$ cat src/rtl/fetch_stage.sv
// Instruction-fetch stage: owns the PC, addresses instruction memory and
// registers the returned word into IF/ID with stall, flush and redirect control.
module fetch_stage #(
  parameter logic [31:0] RESET_PC  = 32'h0000_0000,
  parameter logic [31:0] NOP_INSTR = 32'h0000_0013
) (
  input  logic        clk,
  input  logic        rst,
  input  logic        stall_f,
  input  logic        flush_d,
  input  logic        pc_src_e,
  input  logic [31:0] pc_target_e,
  output logic [31:0] imem_addr,
  input  logic [31:0] imem_rdata,
  output logic [31:0] instr_d,
  output logic [31:0] pc_d,
  output logic [31:0] pc_plus4_d,
  output logic        valid_d,
  output logic [31:0] fetch_count
);

  logic [31:0] pc_reg_q, pc_reg_d;
  logic [31:0] ifid_instr_q, ifid_instr_d;
  logic [31:0] ifid_pc_q, ifid_pc_d;
  logic [31:0] ifid_pc4_q, ifid_pc4_d;
  logic        ifid_valid_q, ifid_valid_d;
  logic [31:0] count_q, count_d;
  logic [31:0] pc_plus4;

  assign pc_plus4 = pc_reg_q + 32'd4;

  always_comb begin
    pc_reg_d     = pc_reg_q;
    ifid_instr_d = ifid_instr_q;
    ifid_pc_d    = ifid_pc_q;
    ifid_pc4_d   = ifid_pc4_q;
    ifid_valid_d = ifid_valid_q;
    count_d      = count_q;

    // Redirect outranks stall so a taken branch is never lost behind a hazard.
    if (pc_src_e) begin
      pc_reg_d = {pc_target_e[31:2], 2'b00};
    end else if (!stall_f) begin
      pc_reg_d = pc_plus4;
    end

    // A redirect also squashes the wrong-path word currently being fetched.
    if (flush_d || pc_src_e) begin
      ifid_instr_d = NOP_INSTR;
      ifid_pc_d    = 32'd0;
      ifid_pc4_d   = 32'd0;
      ifid_valid_d = 1'b0;
    end else if (!stall_f) begin
      ifid_instr_d = imem_rdata;
      ifid_pc_d    = pc_reg_q;
      ifid_pc4_d   = pc_plus4;
      ifid_valid_d = 1'b1;
      count_d      = count_q + 32'd1;
    end
  end

  always_ff @(posedge clk or posedge rst) begin
    if (rst) begin
      pc_reg_q     <= RESET_PC;
      ifid_instr_q <= NOP_INSTR;
      ifid_pc_q    <= 32'd0;
      ifid_pc4_q   <= 32'd0;
      ifid_valid_q <= 1'b0;
      count_q      <= 32'd0;
    end else begin
      pc_reg_q     <= pc_reg_d;
      ifid_instr_q <= ifid_instr_d;
      ifid_pc_q    <= ifid_pc_d;
      ifid_pc4_q   <= ifid_pc4_d;
      ifid_valid_q <= ifid_valid_d;
      count_q      <= count_d;
    end
  end

  assign imem_addr   = pc_reg_q;
  assign instr_d     = ifid_instr_q;
  assign pc_d        = ifid_pc_q;
  assign pc_plus4_d  = ifid_pc4_q;
  assign valid_d     = ifid_valid_q;
  assign fetch_count = count_q;

endmodule

$ cat config.mk
export PLATFORM = sky130hd
export DESIGN_NAME = fetch_stage
export DESIGN_NICKNAME = d
export VERILOG_FILES = /design/src/rtl/fetch_stage.sv
export SDC_FILE = /design/constraint.sdc
export NUM_CORES = 1
export LEC_CHECK = 0
export ABC_AREA = 1
export ABC_CLOCK_PERIOD_IN_PS = 5880
export CAP_MARGIN = 0
export CELL_PAD_IN_SITES_DETAIL_PLACEMENT = 1
export CELL_PAD_IN_SITES_GLOBAL_PLACEMENT = 1
export CORE_UTILIZATION = 31
export CTS_CLUSTER_SIZE = 30
export DETAILED_ROUTE_END_ITERATION = 8
export PLACE_DENSITY_LB_ADDON = 0.1
export SYNTH_ARGS = -nofsm -noshare
export SYNTH_HDL_FRONTEND = slang
export SYNTH_SLANG_ARGS = --single-unit
$ cat constraint.sdc
create_clock -name clk -period 5.88 [get_ports clk]
set_input_delay 1.176 -clock clk [delete_from_list [all_inputs] [get_ports clk]]
set_output_delay 1.176 -clock clk [all_outputs]
set_load 0.005 [all_outputs]
**Word-level counts from Yosys, hierarchy flattened**

Cells that the tools add are included.

- Reduce and logical (&&, ||, !) cells: 2
- Eq/ne operators: 2
- Muxes and demuxes: 9
- Bitwise operators: 2
- $add $sub $neg: 2

Operators by type and width:

| operator | count |
|---|---|
| 2-to-1 mux 32 bit | 7 |
| adder 32 x 1 -> 32 bit, second input constant | 1 |
| adder 32 x 3 -> 32 bit, second input constant | 1 |
| inequality test 2 x 1 -> 1 bit, second input constant | 2 |
| 2-to-1 mux 1 bit | 2 |
| NOT 1 bit | 2 |
| AND reduction 2 bit | 1 |
| logical OR 1 bit | 1 |

- Bits in registers: 161
- Output and inout port bits: 161
- Logic and storage cells: 23
- Bits of input ports: 69

**Longest topological paths before layout**

Gate-level depths: netlist of the first run.

- Depth in word-level cells: 3
- Gate-level depth with buffers: 11
- Depth with buffers taken out: 10

**Worst setup path before layout of the first run**

No wires, ideal clock.

- Kind: input to register
- Start point: input pc_src_e
- End point: register count_q[21] (netlist: fetch_count[21])
- Required time: 5.763 ns
- Setup time: 0.117 ns
- Slack: 3.695 ns
- Data arrival time: 2.068 ns
- Path buffers: 2
- Stages: 10
- Cells stage by stage: buf_2 > inv_4 > nand3_4 > buf_6 > nor2_8 > nand3_4 > nor2_4 > nand2_1 > nand2_1 > nand2_1

- Longest elaborated chain between the ends: 3

Ends and longest elaborated chain:

| item | RTL line | text |
|---|---|---|
| start, declared | 11 | `input logic pc_src_e,` |
| logical OR 1 bit | 48 | `if (flush_d \|\| pc_src_e) begin` |
| NOT 1 bit (no line) | - |  |
| AND reduction 2 bit (no line) | - |  |
| end signal, assigned | 76 | `count_q <= count_d;` |
| end, declared | 27 | `logic [31:0] count_q, count_d;` |

No other way between the ends.
A chain may end at the register's enable or synchronous reset.

**Final worst setup path of the first run**

- Start point: input pc_src_e
- End point: register pc_reg_q[16] (netlist: imem_addr[16])

- Longest elaborated chain between the ends: 1
- Elaborated cells between the ends (all ways): 2

Ends and longest elaborated chain:

| item | RTL line | text |
|---|---|---|
| inequality test 2 x 1 -> 1 bit (no line) or 2-to-1 mux 32 bit (tied branches) | - |  |
| end signal, assigned | 71 | `pc_reg_q <= pc_reg_d;` |
| end, declared | 22 | `logic [31:0] pc_reg_q, pc_reg_d;` |

Parallel ways exist; a longest one is shown, timed or not.

==> results.sh, run 1 <==
export IMPL_run_status="finished, final reports clean"
export IMPL_timing_max_transition_violations_final=0
export IMPL_vias=6856
export IMPL_cts_hold_buffers_added=0
export IMPL_gp_congestion=0.782
export IMPL_synth_area_per_cell_um2=8.15
export IMPL_synthMuxAreaShare=0
export IMPL_synth_compound_area_share=0.0865
export IMPL_holdCritPathClass="flop to flop"
export IMPL_cts_buffers=17
export IMPL_synth_adder_area_share=0.00328
export IMPL_fin_setup_tns_ps=0
export IMPL_place_port_buffers=221
export IMPL_worstPathMaxFanout=24
export IMPL_number_of_antenna_violations_at_the_first_check_in_global_routing=1
export IMPL_fmaxAchievable_mhz=296
export IMPL_finalCritPeriodShare=0.575
export IMPL_combinational_family_with_the_most_area_after_synthesis="simple AND/OR/NAND/NOR gates"
export IMPL_grt_util_all_layers=0.201
export IMPL_tmin_final_ps=3380
export IMPL_cts_reportedPaths_clkPinSlew_ps=70
export IMPL_synthSimpleGateAreaFrac=0.291
export IMPL_design_final_nets=1224
export IMPL_mappedNetlistArea_um2=7640
export IMPL_postRouteAntennaNets=0
export IMPL_drt_first_pass_iters=7
export IMPL_rrSetupSlack_ps=3980
export IMPL_total_leakage_power_nw=4.93
export IMPL_drc_errors=0
export IMPL_post_cts_setup_buffers=0
export IMPL_globalRouteOverflowTotal=0
export IMPL_fillers=2905
export IMPL_antenna_cells=0
export IMPL_postRouteWirelength_um=24200
export IMPL_syn_inst=937
export IMPL_initial_utilization=0.315
export IMPL_synth_sequential_area_ratio=0.508
export IMPL_finalCoreUtilization=0.443
export IMPL_synthXorXnorAreaFrac=0.0375
export IMPL_die_h_um=159
export IMPL_detail_route_wl_per_cell_um=16.3
export IMPL_cts_buffer_depth=2
export IMPL_final_setup_skew_ps=15.2
export IMPL_cp_end_kind="flop"
export IMPL_setup_viol=0
export IMPL_ys_warnings_count=0
export IMPL_worstSkewPairLatency_ps=430
export IMPL_die_w_um=159
export IMPL_clk_root_buffer_cell="sky130_fd_sc_hd__clkbuf_16"
export IMPL_worst_endpoint_arrival_ps=3750
export IMPL_grt_setup_unrepaired="false"
export IMPL_pin_count=230
export IMPL_number_of_global_route_vias_before_repair=7251
export IMPL_layout_cells_most_common_list="361 x sky130_fd_sc_hd__nand2_1, 221 x sky130_fd_sc_hd__clkdlybuf4s50_1, 152 x sky130_fd_sc_hd__dfrtp_1"
export IMPL_std_cell_rows=57
export IMPL_cts_sinks=155
export IMPL_p_per_area_nw_per_um2=252
export IMPL_vias_per_cell=4.60
export IMPL_startpoint_type="input pin"
export IMPL_worst_slew_margin_relative_to_its_limit=0.228
export IMPL_cts_htree_levels=4
export IMPL_cts_resized_gates=0
export IMPL_postSynthRegisterBits=155
export IMPL_grt_max_degree=95
export IMPL_yosys_cell_types_count=35
export IMPL_finalHoldViolCount=0
export IMPL_area_growth_synth_to_final_pct=40.5
export IMPL_final_common_cell="sky130_fd_sc_hd__nand2_1"
export IMPL_max_cap_violations=0
export IMPL_die_area_um2=25300
export IMPL_fp_coreArea_um2=24200
export IMPL_criticalPathCategory="input pin to flop"
export IMPL_wire_length_of_the_first_global_routing_pass_um=40000
export IMPL_finalHoldWorstSlack_ps=482
export IMPL_tightest_slew_ps=1160
export IMPL_cp_data_required_time_ps=6250
export IMPL_worst_ir_drop_vdd_uv=146
export IMPL_clock_tree_from_tritoncts="done"
export IMPL_drt_iter0_markers=244
export IMPL_post_dp_hpwl_um=17700
export IMPL_final_layout_size_suffix_gt1_frac=0.0686
==> kinds of logic (layout without fill, tap and decap cells) <==
group	Yosys count	count (layout)
AND/OR/NAND/NOR	515	515
other	1	6
AO/OA/AOI/OAI	103	103
XOR/XNOR	31	31
buffers and inverters	130	354
flip-flops	155	155
adder cells (fa/ha/maj)	2	2
==> final timing paths <==
| kind | depth (start not counted) | endpoint | start |
|---|---|---|---|
| max | 6 | imem_addr[16] | pc_src_e |
| min | 2 | pc_plus4_d[14] | pc_plus4_d[14] |
| max reg2reg | 8 | pc_plus4_d[20] | imem_addr[2] |
| min reg2reg | 2 | pc_plus4_d[14] | pc_plus4_d[14] |
| max in group asynchronous | 3 | fetch_count[20] | rst |
| min in group asynchronous | 2 | fetch_count[11] | rst |
==> flip-flops by register name, indices dropped and copies added (netlist names) <==
register,cells
fetch_count,32
instr_d,32
pc_plus4_d,30
imem_addr,30
valid_d,1
pc_d,30
==> per-layer routing <==
metal / vias up / global-route usage / part of all wire
met2: 159 / 0.338 / 0.47
met1: 3301 / 0.256 / 0.46
li1: 3369 / - / -
met3: 27 / 0.0479 / 0.050
met5: - / 0 / 0
met4: 0 / 0.0616 / 0.018
==> where the power goes <==
part           internal, mW  leakage (nW)  total, mW  switching (mW)
logic                 0.200          2.58      0.398           0.199
registers              1.13          2.05       1.20          0.0755
clock network         0.613         0.294       1.11           0.494
total                  1.94          4.93       2.71           0.769
==> worst max-delay path, stage by stage <==
cell	delay, ps
sky130_fd_sc_hd__clkdlybuf4s50_1	780
sky130_fd_sc_hd__nor2_2	650
sky130_fd_sc_hd__inv_1	600
sky130_fd_sc_hd__o21ai_0	380
sky130_fd_sc_hd__inv_1	80
sky130_fd_sc_hd__nand2_1	70
==> stage by stage <==
stage / cell area [um2] / worst slack (ps) / std cells / power (mW)
2_1_floorplan: 7660 / 531 / 942 / 1.38
5_1_grt: 10700 / 2270 / 1490 / 2.84
3_3_place_gp: 10100 / 2030 / 1458 / 1.62
6_report: 10700 / 2500 / 1490 / 2.71
3_5_place_dp: 10100 / 2020 / 1458 / 1.63
4_1_cts: 10700 / 2440 / 1490 / 2.76
==> cell usage after synthesis, drive strengths merged <==
library cell / count / share of area
dfstp: 3 / 0.010
nand4: 7 / 0.0057
ha: 2 / 0.0033
nand2: 369 / 0.19
nor3b: 1 / 0.00098
a22o: 30 / 0.034
nand3: 39 / 0.029
o21ai: 56 / 0.037
dfrtp: 152 / 0.50
conb: 1 / 0.00049
inv: 95 / 0.047
and2: 1 / 0.00082
xor2: 25 / 0.031
o221ai: 1 / 0.0011
a21oi: 6 / 0.0039
nor3: 5 / 0.0033
nand3b: 1 / 0.00098
o22a: 3 / 0.0034
clkbuf: 9 / 0.0044
nor2: 92 / 0.064
xnor2: 6 / 0.0069
o211ai: 7 / 0.0069
buf: 26 / 0.022
==> final cells by class <==
| type | count | area [um2] | share of cell area |
|---|---|---|---|
| flip-flops and latches | 155 | 3880 | 0.362 |
| multi-input cells | 657 | 3220 | 0.300 |
| repair buffers | 227 | 2270 | 0.211 |
| clock buffers | 18 | 439 | 0.0409 |
| well taps | 324 | 405 | 0.0378 |
| inverters | 95 | 364 | 0.0339 |
| clock inverters | 14 | 150 | 0.0140 |
Note: power is estimated with default switching activity, not from simulation.
==> run 2, diff against run 1 <==
--- a/config.mk
+++ b/config.mk
@@ -6,7 +6,7 @@
 export NUM_CORES = 1
 export LEC_CHECK = 0
 export ABC_AREA = 1
-export ABC_CLOCK_PERIOD_IN_PS = 5880
+export ABC_CLOCK_PERIOD_IN_PS = 3200
 export CAP_MARGIN = 0
 export CELL_PAD_IN_SITES_DETAIL_PLACEMENT = 1
 export CELL_PAD_IN_SITES_GLOBAL_PLACEMENT = 1
==> constraint.sdc (replaced) <==
create_clock -name clk -period 3.2 [get_ports clk]
set_input_delay 0.64 -clock clk [delete_from_list [all_inputs] [get_ports clk]]
set_output_delay 0.64 -clock clk [all_outputs]
set_load 0.005 [all_outputs]
==> run 2 against run 1 <==
Sequential share of layout area down 0.45 points; clock power increased by 86%; critical path depth rose by 3; non-clock buffer count rose by 10; clock skew is 3.1 ps lower; core utilization rose by 0.56 points; design area is 1.3% higher; total power up 86%; critical endpoint is now imem_addr[27]; highest routed layer unchanged.
==> results.sh, run 2 (synthesis results as in run 1) <==
export IMPL_cts_buffer_depth=2
export IMPL_timing_hold_worst_start="pc_plus4_d[29]"
export IMPL_number_of_antenna_violations_at_the_first_check_in_global_routing=0
export IMPL_worst_endpoint_arrival_ps=2450
export IMPL_criticalPathCategory="input pin to flop"
export IMPL_number_of_global_route_vias_before_repair=7409
export IMPL_worst_slew_margin_relative_to_its_limit=0.523
export IMPL_crit_slowest_cell="sky130_fd_sc_hd__clkdlybuf4s50_1"
export IMPL_std_cell_rows=57
export IMPL_finalCritPeriodShare=0.670
export IMPL_area_growth_synth_to_final_pct=42.3
export IMPL_timing_max_transition_violations_final=0
export IMPL_cts_htree_levels=4
export IMPL_critical_path_reg2reg_endpoint="imem_addr[28]"
export IMPL_holdCritPathClass="flop to flop"
export IMPL_die_h_um=159
export IMPL_worst_ir_drop_vdd_uv=231
export IMPL_postRouteAntennaNets=0
export IMPL_die_area_um2=25300
export IMPL_final_setup_skew_ps=12.1
export IMPL_grt_setup_unrepaired="false"
export IMPL_worstPathMaxFanout=24
export IMPL_gp_congestion=0.784
export IMPL_cp_end_kind="flop"
export IMPL_post_cts_setup_buffers=0
export IMPL_vias_per_cell=4.61
export IMPL_worstReg2RegStart="imem_addr[2]"
export IMPL_cts_buffers=17
export IMPL_tmin_final_ps=2150
export IMPL_hold_path_end="pc_plus4_d[29]"
export IMPL_critical_path_most_common_cell="sky130_fd_sc_hd__buf_4"
export IMPL_finalHoldViolCount=0
export IMPL_hold_path_depth=2
export IMPL_initial_utilization=0.315
export IMPL_final_layout_size_suffix_gt1_frac=0.0765
export IMPL_fin_setup_tns_ps=0
export IMPL_pin_count=230
export IMPL_vias=6915
export IMPL_critical_path_max_stage_delay_ps=590
export IMPL_place_port_buffers=221
export IMPL_post_dp_hpwl_um=18700
export IMPL_cp_data_required_time_ps=3510
export IMPL_final_common_cell="sky130_fd_sc_hd__nand2_1"
export IMPL_worstSkewPairLatency_ps=430
export IMPL_die_w_um=159
export IMPL_grt_util_all_layers=0.208
export IMPL_clk_root_buffer_cell="sky130_fd_sc_hd__clkbuf_16"
export IMPL_tightest_slew_ps=714
export IMPL_total_leakage_power_nw=4.99
export IMPL_drt_first_pass_iters=4
export IMPL_startpoint_type="input pin"
export IMPL_fin_total_pwr_mw=5.03
export IMPL_max_cap_violations=0
export IMPL_p_per_area_nw_per_um2=463
export IMPL_path_depth_of_the_worst_reg2reg_path=10
export IMPL_design_final_nets=1234
export IMPL_postRouteWirelength_um=25300
export IMPL_run_status="finished, final reports clean"
export IMPL_setup_viol=0
export IMPL_rrSetupSlack_ps=1250
export IMPL_final_seq_area_um2=3880
export IMPL_cts_reportedPaths_clkPinSlew_ps=60
export IMPL_cts_sinks=155
export IMPL_drt_iter0_markers=193
export IMPL_wire_length_of_the_first_global_routing_pass_um=41200
export IMPL_layout_cells_most_common_list="361 x sky130_fd_sc_hd__nand2_1, 221 x sky130_fd_sc_hd__clkdlybuf4s50_1, 152 x sky130_fd_sc_hd__dfrtp_1"
export IMPL_fp_coreArea_um2=24200
export IMPL_cts_hold_buffers_added=0
export IMPL_globalRouteOverflowTotal=0
export IMPL_fillers=2913
export IMPL_worstPathCellList="clkdlybuf4s50_1 -> buf_4 -> nor2_2 -> buf_4 -> inv_1 -> buf_4 -> o21ai_0 -> inv_1 -> nand2_1"
export IMPL_grt_max_degree=38
export IMPL_clock_tree_from_tritoncts="done"
export IMPL_detail_route_wl_per_cell_um=16.8
export IMPL_drc_errors=0
export IMPL_multi_input_comb_area_um2=3220
export IMPL_fmaxAchievable_mhz=466
export IMPL_finalHoldWorstSlack_ps=485
export IMPL_antenna_cells=0
export IMPL_cts_resized_gates=0
run 2: how the worst max path moves through the flow:
stage               startpoint        endpoint  slack [ps]
global route          pc_src_e   imem_addr[30]         920
finish                pc_src_e   imem_addr[27]        1050
detailed placement    pc_src_e   imem_addr[25]         570
CTS                   pc_src_e   imem_addr[27]        1030
global placement      pc_src_e   imem_addr[15]         610
floorplan                  rst  fetch_count[0]         600
run 2: per-stage QoR:
stage / utilization / worst slack [ps] / std cells / instance area [um2]
floorplan: - / 604 / 942 / 7660
finish: 0.448 / 1050 / 1500 / 10900
CTS: 0.448 / 1030 / 1500 / 10900
global placement: 0.424 / 614 / 1468 / 10300
global route: 0.448 / 922 / 1500 / 10900
detailed placement: 0.424 / 573 / 1468 / 10300
run 2: report_power, final:
part           internal [mW]  total, mW  switching [mW]
registers               2.07       2.22           0.147
clock network           1.13       2.06           0.937
logic                  0.381      0.750           0.368
total                   3.58       5.03            1.45
run 2: layer usage:
layer,vias to the layer above,GRT usage,share of wire
li1,3386,-,-
met1,3354,0.265,0.46
met2,156,0.356,0.48
met3,19,0.0466,0.044
met4,0,0.0516,0.012
met5,-,0,0
run 2: final cells by class:
type,count,area share
Sequential cell,155,0.357
Inverter,95,0.0334
Multi-Input combinational cell,657,0.296
Clock inverter,14,0.0138
Tap cell,324,0.0373
Clock buffer,18,0.0404
Timing Repair Buffer,237,0.222
run 2: worst max-delay path, delay by kind of cell:
family / cells / cell delay (ps)
AO/OA/AOI/OAI: 1 / 130
buffers and inverters: 6 / 1540
AND/OR/NAND/NOR: 2 / 130
==> run 3, diff against run 2 <==
--- a/config.mk
+++ b/config.mk
@@ -6,7 +6,7 @@
 export NUM_CORES = 1
 export LEC_CHECK = 0
 export ABC_AREA = 1
-export ABC_CLOCK_PERIOD_IN_PS = 3200
+export ABC_CLOCK_PERIOD_IN_PS = 1730
 export CAP_MARGIN = 0
 export CELL_PAD_IN_SITES_DETAIL_PLACEMENT = 1
 export CELL_PAD_IN_SITES_GLOBAL_PLACEMENT = 1
==> constraint.sdc (replaced) <==
create_clock -name clk -period 1.73 [get_ports clk]
set_input_delay 0.346 -clock clk [delete_from_list [all_inputs] [get_ports clk]]
set_output_delay 0.346 -clock clk [all_outputs]
set_load 0.005 [all_outputs]
==> run 3 against run 2 <==
Clock-buffer cell count down 1; combinational power up 130%; non-clock buffer count up 83; highest routed layer unchanged.
==> results.sh, run 3 (synthesis results as in run 1) <==
export IMPL_worst_ir_drop_vdd_uv=375
export IMPL_antenna_cells=0
export IMPL_cts_reportedPaths_clkPinSlew_ps=80
export IMPL_finalCoreUtilization=0.476
export IMPL_post_dp_hpwl_um=18400
export IMPL_vias=7245
export IMPL_switching_share=0.288
export IMPL_fmaxAchievable_mhz=593
export IMPL_cts_htree_levels=4
export IMPL_clk_root_buffer_cell="sky130_fd_sc_hd__clkbuf_16"
export IMPL_total_leakage_power_nw=5.48
export IMPL_cts_hold_buffers_added=0
export IMPL_cts_sinks=155
export IMPL_path_depth_of_the_worst_reg2reg_path=11
export IMPL_cp_depth=1
export IMPL_critical_path_max_stage_delay_ps=520
export IMPL_rrSetupSlack_ps=110
export IMPL_worst_endpoint_arrival_ps=1340
export IMPL_run_status="finished, final reports clean"
export IMPL_finalCritPeriodShare=0.974
export IMPL_tmin_final_ps=1690
export IMPL_setup_viol=0
export IMPL_design_final_nets=1317
export IMPL_net_switching_power_mw=2.73
export IMPL_worst_setup_path_endpoint="imem_addr[12]"
export IMPL_final_common_cell="sky130_fd_sc_hd__nand2_1"
export IMPL_criticalPathCategory="flop to primary output"
export IMPL_cp_buffers_inverters=1
export IMPL_worstPathCellList="clkdlybuf4s50_1"
export IMPL_grt_max_degree=81
export IMPL_final_seq_area_um2=3900
export IMPL_drt_iter0_markers=273
export IMPL_holdCritPathClass="input pin to async pin"
export IMPL_fp_coreArea_um2=24200
export IMPL_crit_slowest_cell="sky130_fd_sc_hd__clkdlybuf4s50_1"
export IMPL_fillers=2893
export IMPL_layout_cells_most_common_list="361 x sky130_fd_sc_hd__nand2_1, 197 x sky130_fd_sc_hd__clkdlybuf4s50_1, 136 x sky130_fd_sc_hd__dfrtp_1"
export IMPL_pwr_share_comb=0.184
export IMPL_pin_count=230
export IMPL_grt_util_all_layers=0.210
export IMPL_p_per_area_nw_per_um2=821
export IMPL_place_port_buffers=221
export IMPL_power_share_sequential=0.419
export IMPL_initial_utilization=0.315
export IMPL_die_area_um2=25300
export IMPL_startpoint_type="flop"
export IMPL_final_layout_size_suffix_gt1_frac=0.157
export IMPL_worstPathMaxFanout=2
export IMPL_power_internal_mw=6.75
export IMPL_finalHoldWorstSlack_ps=418
export IMPL_vias_per_cell=4.58
export IMPL_cp_end_kind="primary output"
export IMPL_gp_congestion=0.797
export IMPL_number_of_global_route_vias_before_repair=7663
export IMPL_placement_cell_area_um2=10500
export IMPL_drc_errors=0
export IMPL_final_setup_skew_ps=16.2
export IMPL_path_delay_family="buffers and inverters"
export IMPL_die_w_um=159
export IMPL_timing_max_transition_violations_final=0
export IMPL_std_cell_rows=57
export IMPL_worstSkewPairLatency_ps=440
export IMPL_worstReg2RegStart="imem_addr[3]"
export IMPL_power_frac_clock=0.397
export IMPL_cp_startpoint="imem_addr[12]"
export IMPL_wire_length_of_the_first_global_routing_pass_um=41800
export IMPL_post_route_cell_area_um2=11600
export IMPL_detail_route_wl_per_cell_um=16.2
export IMPL_max_cap_violations=0
export IMPL_postRouteAntennaNets=0
export IMPL_clock_tree_from_tritoncts="done"
export IMPL_cts_buffer_depth=2
export IMPL_die_h_um=159
export IMPL_cts_buffers=17
export IMPL_cp_data_required_time_ps=1380
export IMPL_postRouteWirelength_um=25700
export IMPL_number_of_antenna_violations_at_the_first_check_in_global_routing=0
export IMPL_finalHoldViolCount=0
export IMPL_drt_first_pass_iters=4
export IMPL_globalRouteOverflowTotal=0
export IMPL_critical_path_reg2reg_endpoint="imem_addr[28]"
export IMPL_multi_input_comb_area_um2=3260
export IMPL_area_growth_synth_to_final_pct=51.2
run 3: cell count changes in the layout (fill, tap and decap cells not counted), sizes merged:
cell | before | now
buf | 16 | 99
clkinv | 5 | 3
clkbuf | 18 | 17
inv | 102 | 103
clkdlybuf4s50 | 221 | 197
dlygate4sd2 | 0 | 20
dlymetal6s2s | 0 | 4
clkinvlp | 1 | 2
run 3: final cells by class:
type	instances	share of cell area
Sequential cell	155	0.338
Timing Repair Buffer	320	0.264
Clock inverter	14	0.0130
Tap cell	324	0.0351
Multi-Input combinational cell	657	0.282
Inverter	95	0.0314
Clock buffer	17	0.0368
run 3: timing repair:
item                                    4_1_cts  5_1_grt
cloned                                        0        0
endpoints found under the setup margin       60       26
hold endpoints to repair                      0        0
resized for setup                            37       15
setup buffers                                45        7
run 3: power by group through the flow:
stage,clock network [mW],registers [mW],logic [mW]
final,3.77,3.97,1.74
after global routing,4.02,4.00,1.93
after CTS,3.89,3.99,1.71
after detailed placement,0,4.12,1.54
after global placement,0,4.12,1.52
after floorplan,0,4.11,0.582
run 3: how the worst min path moves through the flow:
stage | to | depth (start not counted)
final | instr_d[8] | 3
after global routing | instr_d[10] | 3
after CTS | instr_d[10] | 3
after detailed placement | pc_plus4_d[28] | 2
after global placement | pc_plus4_d[13] | 2
after floorplan | pc_plus4_d[10] | 1
run 3: layer usage:
layer | track usage | wire length (um) | up-vias | part of all wire
li1 | - | - | 3545 | -
met1 | 0.269 | 11700 | 3523 | 0.45
met2 | 0.359 | 12600 | 156 | 0.49
met3 | 0.0417 | 1130 | 21 | 0.044
met4 | 0.0581 | 302 | 0 | 0.012
met5 | 0 | 0 | - | 0
run 3: stage by stage:
step	setup slack (ps)	std cells	power, mW	TNS, ps
after floorplan	-572	942	4.70	-87310
after detailed placement	-238	1500	5.66	-19130
final	44.2	1582	9.48	0
after CTS	0.0890	1575	9.59	0
after global placement	-191	1500	5.64	-17110
after global routing	-10.2	1582	9.95	-30.8
==> variant: new RTL, settings of run 1 <==
Change the parameter `NOP_INSTR` from 32'h0000_0013 to 32'h00000009.
--- a/src/rtl/fetch_stage.sv
+++ b/src/rtl/fetch_stage.sv
@@ -4,3 +4,3 @@
   parameter logic [31:0] RESET_PC  = 32'h0000_0000,
-  parameter logic [31:0] NOP_INSTR = 32'h0000_0013
+  parameter logic [31:0] NOP_INSTR = 32'h00000009
 ) (
Check against the original RTL: not equivalent (a bounded check fails within 4 cycles, from zero or initial values and one cycle with rst high).
==> variant against run 1 <==
- sequential cell count unchanged
- synthesized cell count shrank 0.11%
- largest cell class unchanged
- wire length rose by 1.3%
- cell area down 0.82%
- critical endpoint is now instr_d[28]
- worst setup slack better by 0.17 ns
- die area is 2.0% lower
- total power is 2.4% higher
- sequential power is essentially flat
- synthesized area down 2.0%
==> variant: results (changes against run 1) <==
stage;metric;value;unit;change
status;status;finished, final reports clean;;unchanged
timing;WHS;0.4841;ns;was 0.4825 ns
clock_tree;root buf cell;clkbuf_16;;unchanged
grt;gr usage total;20.51;%;was 20.10%
grt;first-pass GRT wire length;38650;um;was 39980 um
clock_tree;Clock transition at path regs;0.07;ns;about the same
routing;DRT Pass-1 Iters;4;;was 7
pwr;leak pwr;0.004853;uW;was 0.004925 uW
routing;initial drt markers;213;;was 244
grt;initial antenna violation count;0;;was 1
worst_setup_path;CP Max Fanout;36;;was 24
worst_setup_path;Slowest-stage cell, CP;nor2_4;;was clkdlybuf4s50_1
yosys;Synth cell types;31;;was 35
worst_hold_path;hold wc startpoint;pc_plus4_d[22];;was pc_plus4_d[14]
grt;pin count of the biggest net entering global routing;103;;was 95
yosys;Area contributors post-synth;dfrtp_1 (51%), nand2_1 (18%), inv_1 (4.4%);;was dfrtp_1 (50%), nand2_1 (18%), inv_1 (4.5%)
placed_design;HPWL after DPL;17710;um;was 17750 um
routing;DR vias/cell;4.615;;was 4.601
yosys;post-synthesis sequential area ratio;51.85;%;was 50.83%
clock_tree;CTS Buffer Depth;2;;unchanged
timing;Clock Skew;0.01693;ns;was 0.01517 ns
worst_setup_path;reg2reg setup slack;3.97;ns;was 3.98 ns
yosys;synth cell count leaders;nand2_1 (365), dfrtp_1 (153), inv_1 (88), nor2_1 (74), o21ai_0 (46);;was nand2_1 (361), dfrtp_1 (152), inv_1 (91), nor2_1 (71), o21ai_0 (56)
yosys;Primary FF master, synth;dfrtp_1;;unchanged
worst_setup_path;critical path arrival;3.57;ns;was 3.75 ns
layout;share of post-route cells with drive strength above 1;6.170;%;was 6.861%
routing;routed len/inst;16.53;um;was 16.27 um
layout;nets@finish;1226;;was 1224
worst_hold_path;Hold Path End;pc_plus4_d[22];;was pc_plus4_d[14]
timing;Least-Margin Pin Slew;0.9711;ns;was 1.155 ns
placed_design;placed cells;1455;;was 1458
placed_design;Placer Congestion;0.7933;;was 0.7815
grt;number of global-route vias before repair;6975;;was 7251
-- variant: worst max path at each step --
| stage | start | cells after the start | slack (ns) | to |
|---|---|---|---|---|
| CTS | pc_src_e | 8 | 2.62 | instr_d[0] |
| global route | pc_src_e | 8 | 2.49 | instr_d[0] |
| detailed placement | pc_src_e | 8 | 2.17 | instr_d[3] |
| finish | pc_src_e | 7 | 2.67 | instr_d[28] |
| global placement | pc_src_e | 8 | 2.19 | instr_d[0] |
| floorplan | rst | 1 | 0.53 | fetch_count[0] |
-- variant: layout make-up --
cell class                 instances  area [sq um]
fill                            2865         12900
sequential                       155          3881
multi-input combinational        657          3103
timing repair buffer             229          2272
clock buffer                      20         466.7
tap                              319         399.1
inverter                          95         361.6
clock inverter                    11         160.2
-- variant: worst register-to-register path, stage by stage, from the launching register on --
cell and delay (ns):
dfrtp_1 0.50, ha_1 0.26, nand2_1 0.08, nor2_2 0.21
nand3_1 0.29, o21ai_0 0.24, nand2_1 0.09, nand2_1 0.07
nand2_1 0.05
-- variant: power by group --
part           internal (uW)  leakage, uW  switching (uW)  total [uW]
registers               1130      0.00205            76.4        1200
clock network            707     0.000301             475        1180
logic                    198      0.00250             191         389
-- variant: cells by family after synthesis --
family / Yosys count / synth area share [%]
AOI/OAI and AO/OA: 103 / 8.825
xor gates and xnor gates: 31 / 3.627
adders and majority gates: 2 / 0.3342
buffers and inverters: 129 / 7.020
and+or+nand+nor: 515 / 28.30
other: 1 / 0.05009
DFF: 155 / 51.85
-- variant: routing by layer --
metal	routed length, um	track usage (%)	part of all wire [%]
met1	10830	25.27	44
met2	11980	35.23	49
met3	1593	5.809	6.5
met4	161	4.808	0.66
met5	0	0	0
-- variant: stage by stage --
step	worst slack (ns)	util [%]	cell area, sq um
after floorplan	0.5292	-	7505
after global placement	2.186	42.55	10020
after detailed placement	2.174	42.55	10020
after CTS	2.622	45.21	10640
after global routing	2.489	45.21	10640
final	2.666	45.21	10640
